File: src/rtl/i2s_tx_serializer_pkg.sv
// i2s_tx_serializer_pkg: default audio geometry shared by the I2S transmit and receive paths
package i2s_tx_serializer_pkg;
  localparam int SAMPLE_WIDTH_DEF = 24;
  localparam int SLOT_WIDTH_DEF = 32;
  localparam int BCLK_DIV_DEF = 4;
endpackage

File: src/rtl/i2s_tx_serializer_if.sv
// i2s_tx_serializer_if: stereo sample valid/ready channel (left_data, right_data, sample_valid from master; sample_ready from slave)
interface i2s_tx_serializer_if #(parameter int SAMPLE_WIDTH = 24);
  logic [SAMPLE_WIDTH-1:0] left_data;
  logic [SAMPLE_WIDTH-1:0] right_data;
  logic sample_valid;
  logic sample_ready;
  modport master(output left_data, right_data, sample_valid, input sample_ready);
  modport slave(input left_data, right_data, sample_valid, output sample_ready);
endinterface

File: src/rtl/i2s_tx_serializer_bclk_gen.sv
// i2s_bclk_gen: divides fast_clk into a 50% bclk (ports fast_clk, rst in; bclk, bclk_fall strobe out, high in the cycle bclk is about to drop)
module i2s_bclk_gen
  import i2s_tx_serializer_pkg::*;
#(
  parameter int BCLK_DIV = BCLK_DIV_DEF
) (
  input  logic fast_clk,
  input  logic rst,
  output logic bclk,
  output logic bclk_fall
);
  localparam int DW = BCLK_DIV > 1 ? $clog2(BCLK_DIV) : 1;
  logic [DW-1:0] div_cnt_q, div_cnt_d;
  logic bclk_q, bclk_d, wrap;
  always_comb begin
    wrap = div_cnt_q == DW'(BCLK_DIV - 1);
    div_cnt_d = wrap ? '0 : div_cnt_q + 1'b1;
    bclk_d = bclk_q ^ wrap;
  end
  always_ff @(posedge fast_clk) begin
    if (rst) begin
      div_cnt_q <= '0;
      bclk_q <= 1'b0;
    end else begin
      div_cnt_q <= div_cnt_d;
      bclk_q <= bclk_d;
    end
  end
  assign bclk = bclk_q;
  assign bclk_fall = wrap & bclk_q;
endmodule

File: src/rtl/i2s_tx_serializer.sv
// i2s_tx_serializer: I2S transmitter (ports fast_clk, rst, s = sample slave if; bclk, lrclk, sdata, underrun out); define UNDERRUN_HOLD_EN to re-send the last pair on underrun instead of muting
module i2s_tx_serializer
  import i2s_tx_serializer_pkg::*;
#(
  parameter int SAMPLE_WIDTH = SAMPLE_WIDTH_DEF,
  parameter int SLOT_WIDTH = SLOT_WIDTH_DEF,
  parameter int BCLK_DIV = BCLK_DIV_DEF
) (
  input  logic fast_clk,
  input  logic rst,
  i2s_tx_serializer_if.slave s,
  output logic bclk,
  output logic lrclk,
  output logic sdata,
  output logic underrun
);
  localparam int FRAME = 2 * SLOT_WIDTH;
  localparam int BW = $clog2(FRAME);
  localparam int IW = SAMPLE_WIDTH > 1 ? $clog2(SAMPLE_WIDTH + 1) : 1;
`ifdef UNDERRUN_HOLD_EN
  localparam bit KEEP = 1'b1;
`else
  localparam bit KEEP = 1'b0;
`endif
  logic upd, frame_start, accept, right_nxt;
  logic [BW-1:0] bit_cnt_q, bit_cnt_d, bit_nxt, pos;
  logic [IW-1:0] idx;
  logic [SAMPLE_WIDTH-1:0] word;
  logic lrclk_q, lrclk_d, sdata_q, sdata_d, hold_full_q, hold_full_d;
  logic [SAMPLE_WIDTH-1:0] hold_l_q, hold_l_d, hold_r_q, hold_r_d, tx_l_q, tx_l_d, tx_r_q, tx_r_d;
  i2s_bclk_gen #(.BCLK_DIV(BCLK_DIV)) u_bclk (
    .fast_clk (fast_clk),
    .rst      (rst),
    .bclk     (bclk),
    .bclk_fall(upd)
  );
  always_comb begin
    bit_nxt = bit_cnt_q == BW'(FRAME - 1) ? '0 : bit_cnt_q + 1'b1;
    frame_start = upd && bit_cnt_q == BW'(FRAME - 1);
    accept = s.sample_valid && !hold_full_q;
    underrun = frame_start && !hold_full_q;
    right_nxt = bit_nxt >= BW'(SLOT_WIDTH);
    pos = right_nxt ? bit_nxt - BW'(SLOT_WIDTH) : bit_nxt;
    idx = IW'(SAMPLE_WIDTH - int'(pos));
    word = right_nxt ? tx_r_q : tx_l_q;
    bit_cnt_d = upd ? bit_nxt : bit_cnt_q;
    lrclk_d = upd ? right_nxt : lrclk_q;
    // slot position 0 is the one-bclk MSB delay; pos>=1 reads tx regs already updated at frame start
    sdata_d = upd ? (pos != '0 && int'(pos) <= SAMPLE_WIDTH ? word[idx] : 1'b0) : sdata_q;
    // an accept coinciding with an empty-holding frame start lands in holding, never bypasses
    hold_full_d = frame_start && hold_full_q ? 1'b0 : (accept ? 1'b1 : hold_full_q);
    hold_l_d = accept ? s.left_data : hold_l_q;
    hold_r_d = accept ? s.right_data : hold_r_q;
    tx_l_d = frame_start ? (hold_full_q ? hold_l_q : (KEEP ? tx_l_q : '0)) : tx_l_q;
    tx_r_d = frame_start ? (hold_full_q ? hold_r_q : (KEEP ? tx_r_q : '0)) : tx_r_q;
  end
  always_ff @(posedge fast_clk) begin
    if (rst) begin
      bit_cnt_q <= BW'(FRAME - 1);
      lrclk_q <= 1'b1;
      sdata_q <= 1'b0;
      hold_full_q <= 1'b0;
      hold_l_q <= '0;
      hold_r_q <= '0;
      tx_l_q <= '0;
      tx_r_q <= '0;
    end else begin
      bit_cnt_q <= bit_cnt_d;
      lrclk_q <= lrclk_d;
      sdata_q <= sdata_d;
      hold_full_q <= hold_full_d;
      hold_l_q <= hold_l_d;
      hold_r_q <= hold_r_d;
      tx_l_q <= tx_l_d;
      tx_r_q <= tx_r_d;
    end
  end
  assign lrclk = lrclk_q;
  assign sdata = sdata_q;
  assign s.sample_ready = !hold_full_q;
endmodule

File: src/flat_wrapper.sv
// flat-port wrapper written by rule: the top's interface ports become plain ports
module i2s_tx_serializer_flat import i2s_tx_serializer_pkg::*;
#(
  parameter int SAMPLE_WIDTH = SAMPLE_WIDTH_DEF,
  parameter int SLOT_WIDTH = SLOT_WIDTH_DEF,
  parameter int BCLK_DIV = BCLK_DIV_DEF
)
  (fast_clk, rst, bclk, lrclk, sdata, underrun, s_left_data, s_right_data, s_sample_valid, s_sample_ready);
  i2s_tx_serializer_if #(.SAMPLE_WIDTH(SAMPLE_WIDTH)) s_i ();
  input  logic fast_clk;
  input  logic rst;
  output logic bclk;
  output logic lrclk;
  output logic sdata;
  output logic underrun;
  input wire logic [$bits(s_i.left_data)-1:0] s_left_data;
  input wire logic [$bits(s_i.right_data)-1:0] s_right_data;
  input wire logic [$bits(s_i.sample_valid)-1:0] s_sample_valid;
  output wire logic [$bits(s_i.sample_ready)-1:0] s_sample_ready;
  assign s_i.left_data = s_left_data;
  assign s_i.right_data = s_right_data;
  assign s_i.sample_valid = s_sample_valid;
  assign s_sample_ready = s_i.sample_ready;
  i2s_tx_serializer #(.SAMPLE_WIDTH(SAMPLE_WIDTH), .SLOT_WIDTH(SLOT_WIDTH), .BCLK_DIV(BCLK_DIV)) u_core (.fast_clk(fast_clk), .rst(rst), .s(s_i), .bclk(bclk), .lrclk(lrclk), .sdata(sdata), .underrun(underrun));
endmodule
File: config.mk
export PLATFORM = sky130hd
export DESIGN_NAME = i2s_tx_serializer_flat
export DESIGN_NICKNAME = d
export VERILOG_FILES = /design/src/rtl/i2s_tx_serializer_pkg.sv /design/src/rtl/i2s_tx_serializer_if.sv /design/src/rtl/i2s_tx_serializer_bclk_gen.sv /design/src/rtl/i2s_tx_serializer.sv /design/src/flat_wrapper.sv
export SDC_FILE = /design/constraint.sdc
export NUM_CORES = 1
export LEC_CHECK = 0
export CAP_MARGIN = 25
export CORE_ASPECT_RATIO = 0.5
export CORE_MARGIN = 1.5
export CORE_UTILIZATION = 29
export DETAILED_ROUTE_END_ITERATION = 10
export GPL_TIMING_DRIVEN = 0
export PLACE_DENSITY = 0.57
export SETUP_SLACK_MARGIN = 0.5
export SKIP_LAST_GASP = 1
export SYNTH_ARGS = -nofsm -noshare
export SYNTH_HDL_FRONTEND = slang
export SYNTH_SLANG_ARGS = --single-unit
export TNS_END_PERCENT = 20
File: constraint.sdc
create_clock -name fast_clk -period 3.4 [get_ports fast_clk]
set_input_delay 0.51 -clock fast_clk [delete_from_list [all_inputs] [get_ports fast_clk]]
set_output_delay 0.51 -clock fast_clk [all_outputs]
set_load 0.05 [all_outputs]
======== Word-level counts from Yosys, hierarchy flattened ========
Cells that the tools add are included.
word-level totals
  word-level logic and storage cells ...... 38
  register bits after elaboration ......... 108
  input bits .............................. 51
cells by class
  magnitude comparators ................... 3
  reductions and logical operators ........ 9
  equality and inequality tests ........... 2
  add/sub/neg operators ................... 4
  multiplexer cells ....................... 8
  bitwise operators ....................... 2
operator list
  cell                   number
  $mux W24               3
  $mux W6                2
  $add A6 B1 Y6 const B  1
  $eq A6 B6 Y1 const B   1
  $ge A6 B6 Y1 const B   1
  $le A6 B5 Y1 const B   1
  $lt A5 B6 Y1 const B   1
  $reduce_bool A6 Y1     1
  $sub A6 B6 Y6 const B  1
  $bmux W1 S5            1
  $logic_and A1 B1 Y1    5
  $sub A5 B5 Y5 const A  1
  $reduce_or A2 Y1       2
  $add A2 B1 Y2 const B  1
  $eq A2 B2 Y1 const B   1
  $mux W1                2
  $and A1 B1 Y1          1
  $logic_not A1 Y1       1
  $xor A1 B1 Y1          1

======== Depth between registers and ports, before layout ========
  word-level depth ........................ 8
  depth in mapped cells ................... 10
  gate-level depth less buffers ........... 8

======== Cells and area by module ========
From an unflattened synthesis, not the netlist that was laid out.
unflattened totals
  cell total of the unflattened synthesis .. 579
  area, all modules ....................... 4,556.9 um^2
by module, submodules not included
  module             area an instance (um^2)  cells each  times used  sequential area each (um^2)
  i2s_tx_serializer  4,443.0                  571         1           2,102.0
  i2s_bclk_gen       113.9                    8           1           60.1

======== Worst setup path before layout ========
Ideal clock, no wire load.
  kind .................................... register to output
  from .................................... register u_core.bit_cnt_q[1]
  to ...................................... output underrun
  path buffers ............................ 2
  arrival time ............................ 2.074 ns
  setup slack ............................. 0.816 ns
  stages on the path, launching flop included .. 8
  required time ........................... 2.890 ns
  cells stage by stage .................... dfxtp_1 ha_1 buf_2 nand3_1 nor2_1 nand2_1 clkbuf_1 nor2_1
between the ends
  cells in the longest elaborated chain, start to end .. 3
ends and longest elaborated chain
  item                    line                     source
  from (decl)             i2s_tx_serializer.sv:26  logic [BW-1:0] bit_cnt_q, bit_cnt_d, bit_nxt, pos;
  from (signal assigned)  i2s_tx_serializer.sv:59  bit_cnt_q <= BW'(FRAME - 1);
  from (signal assigned)  i2s_tx_serializer.sv:68  bit_cnt_q <= bit_cnt_d;
  $eq A6 B6 Y1            i2s_tx_serializer.sv:39  frame_start = upd && bit_cnt_q == BW'(FRAME - 1);
  $logic_and A1 B1 Y1     i2s_tx_serializer.sv:39
  $logic_and A1 B1 Y1     i2s_tx_serializer.sv:41  underrun = frame_start && !hold_full_q;
  to (decl)               flat_wrapper.sv:15       output logic underrun;
Every way passes these cells.

======== Worst setup path after layout ========
Same ends and word-level chain as after synthesis.

==> summary.md <==
| Metric | Value |
|---|---|
| Top achievable clock speed | `357 MHz` |
| Setup crit start kind | `flop` |
| Total design power | `0.00263 W` |
| Ports | `56` |
| Most frequent standard cell in the layout excluding fill and tap cells | `nand2_1` |
| Buffers from clock root to sink, at most | `2` |
| HPWL reported at the end of detailed placement | `10700 um` |
| Run status | `finished clean` |
| Clock Root Buffer | `clkbuf_16` |
| Global router's overall resource usage | `0.170` |
| Placeable core region | `around 0.016 mm2` |
| Synthesized-area fraction occupied by and/or/nand/nor cells | `0.242` |
| Chip width | `approximately 180 um` |
| Avg Vias per Cell | `4.96` |
| Commonest cells after routing, fill and taps aside | `nand2_1, dfxtp_1, a21oi_1` |
| Slew at the pin closest to its max-slew limit | `~0.63 ns` |
| Vias | `about 4.4k` |
| Routed wire per std cell | `approximately 16 um` |
| ANT nets after route | `0` |
| Avg Synthesized Cell Area | `7.90 um2` |
| Critical path origin | `u_core.bit_cnt_q[1]` |
| Fraction of layout cells with a size suffix above 1 | `0.0685` |
| Wire length of the first global-routing pass | `22400 um` |
| Htree depth | `3` |
| Final Max Slew Viols | `0` |
| Post-synth cell types | `59` |
| Net count after synthesis | `657` |
| Post-synthesis register bit count | `108` |
| Largest net degree at the start of global routing | `18` |
| Min-delay worst type | `reg2reg` |
| Hold-fix buffer count after cts | `0` |
| Combinational family with the most area after synthesis | `simple AND/OR/NAND/NOR gates` |
| Area growth from synthesis to final layout | `23.4%` |
| Die Y-Extent | `93.6 um` |
| # diodes | `0` |
| Compound-cell area share of the yosys netlist | `0.207` |
| Worst-case vdd ir drop | `0.000217 V` |
| Synthesized instance count | `603` |
| Dominant synthesized flop cell | `dfxtp_1` |
| Count of warnings emitted by yosys | `0` |
| Antenna violations before repair | `0` |
| Total clock sinks | `108` |
| RSZ-0062 raised after global routing | `yes` |
| Maximum clock skew at final layout | `between 0.006 and 0.007 ns` |
| Pwr per Cell Area | `446 mW/mm2` |
| FF-to-FF Start | `u_core.bit_cnt_q[1]` |
| Cell accounting for the most synthesized area | `dfxtp_1` |
| Number of enable flip-flop cells after synthesis | `0` |
| Min Clock Period, post-route | `2.80 ns` |
| Slew HR | `0.577` |
| Setup Total Neg Slack | `0 ns` |
| Share of synthesized registers carrying an async set or reset | `0` |
| Number of failing setup endpoints in the final timing report | `0` |
| CTS tree | `yes` |
| DRC marker count from the first detailed-route iteration | `328` |
| Number of buffers inserted by port buffering | `54` |
| Length of the first detailed-routing pass in iterations | `5` |
| Class of the most critical setup path | `reg2out` |
| Final #Nets | `just over 700` |
| Required time at the endpoint of the critical path | `~2.9 ns` |
| Worst reg-to-reg path cell count | `8` |
| Fraction of the mapped netlist area in adder cells | `0.00788` |
| Area of the mapped netlist | `0.00477 mm2` |
| Quantity of gates resized following cts | `8` |
| Number of maximum-capacitance constraint violations | `0` |
| Post-synth top area share | `0.454` |
| Vias in the first global route | `4109` |
| Final wirelength | `about 14000 um` |
| Critical Path Sink | `underrun` |
| DR DRC count | `0` |
| Worst-skew pair later-pin latency | `between 0.3 and 0.4 ns` |
| Largest fanout on the critical path | `10` |
| Initial Util | `0.303` |
| DIE AREA | `0.0173 mm2` |
| Mux contribution to synthesized area | `0.0236` |
| Setup Buffers After CTS | `0` |
| Aggregate global routing overflow | `0` |
| Number of clock buffers inserted by TritonCTS | `9` |
| Weighted congestion at the end of routability-driven global placement | `0.937` |
| Cell types occupying the most area after synthesis | `dfxtp_1, nand2_1, a21oi_1` |
| Final hold violation count | `0` |
| Std-Cell Rows | `32` |
| Static leakage | `between 2 and 2.5 nW` |
| End of the worst register-to-register path | `u_core.sdata` |
| Final period utilization | `0.823` |
| Worst Setup End Kind | `output pin` |
| Data arrival, critical path | `~2.3 ns` |
| Fraction of synthesized cell area in xor and xnor cells | `0.00919` |
| Worst-path clk slew | `0.08 ns` |
| Worst Hold Slack | `0.444 ns` |
| Part of the Yosys area used for sequential elements | `0.454` |
| Worst reg-to-reg setup slack | `~0.67 ns` |
==> cells by family after synthesis <==
family,count (synthesis)
xor gates and xnor gates,5
buffers and inverters,59
and+or+nand+nor,254
muxes,9
DFF,108
adders and majority gates,3
AOI/OAI and AO/OA,165
==> power breakdown <==
group | switching [W] | total [W] | internal (W)
Sequential | 0.0000203 | 0.00132 | 0.00130
Clock | 0.000493 | 0.00107 | 0.000574
Combinational | 0.000135 | 0.000234 | 0.0000998
==> critical path, stage by stage (launching register included) <==
cell	delay (ns)
dfxtp_2	0.41
ha_1	0.26
clkbuf_4	0.24
nand3_1	0.11
nor2_1	0.20
nand2_2	0.15
buf_2	0.23
nor2_1	0.12
buf_4	0.22
==> sequential cells by signal, indices dropped and copies added, names as in the netlist <==
signal,flops
u_core.u_bclk.bclk,1
u_core.sdata,1
u_core.hold_r_q,24
u_core.hold_l_q,24
u_core.tx_l_q,24
u_core.lrclk,1
u_core.bit_cnt_q,6
u_core.hold_full_q,1
u_core.tx_r_q,24
u_core.u_bclk.div_cnt_q,2
==> per-layer routing <==
metal / global-route usage / wire length [um] / share of wire
met4: 0.0423 / 186 / 0.013
met1: 0.252 / 7520 / 0.53
met3: 0.0327 / 635 / 0.045
met2: 0.248 / 5770 / 0.41
met5: 0 / 0 / 0
==> cell type report <==
cell class	count	area, um2
well taps	221	277
clock inverters	5	62.6
flip-flops and latches	108	2160
fillers	1654	9850
multi-input cells	436	2340
repair buffers	54	538
inverters	6	22.5
plain buffers	53	251
clock buffers	10	229
==> metrics by stage <==
| stage | utilization | instances | cell area [um2] | setup slack, ns |
|---|---|---|---|---|
| after floorplan | - | 603 | 4770 | 0.816 |
| after global placement | 0.355 | 878 | 5580 | 0.193 |
| after detailed placement | 0.355 | 878 | 5580 | 0.183 |
| after CTS | 0.373 | 893 | 5870 | 0.540 |
| after global routing | 0.374 | 893 | 5880 | 0.396 |
| final | 0.374 | 893 | 5880 | 0.601 |
==> synthesized netlist by cell type, types with 3 or more instances <==
cell type and instances:
ha_1 3, nor2b_1 4, o21ai_0 14, xor2_1 4, a211o_1 4, buf_6 4
nor2_1 9, a21oi_1 104, inv_1 5, nand2_1 150, clkbuf_1 37, mux2_2 3
a211oi_1 11, buf_4 4, mux2i_1 3, buf_2 3, nand2b_1 5, dfxtp_1 108
buf_1 5, o211ai_1 3, a31oi_1 4, and3_1 14, nand3_1 55, nor3_1 3
==> how the worst min path moves through the flow <==
stage / from / endpoint / slack [ns] / depth (start not counted)
floorplan: u_core.u_bclk.div_cnt_q[0] / u_core.u_bclk.div_cnt_q[0] / 0.41 / 1
global placement: u_core.u_bclk.div_cnt_q[0] / u_core.u_bclk.div_cnt_q[0] / 0.42 / 1
detailed placement: u_core.tx_r_q[11] / u_core.tx_r_q[11] / 0.45 / 2
CTS: u_core.u_bclk.div_cnt_q[0] / u_core.u_bclk.div_cnt_q[0] / 0.46 / 1
global route: u_core.u_bclk.div_cnt_q[0] / u_core.u_bclk.div_cnt_q[0] / 0.48 / 1
finish: u_core.u_bclk.div_cnt_q[0] / u_core.u_bclk.div_cnt_q[0] / 0.44 / 1
Note: power is estimated with default switching activity, not from simulation.
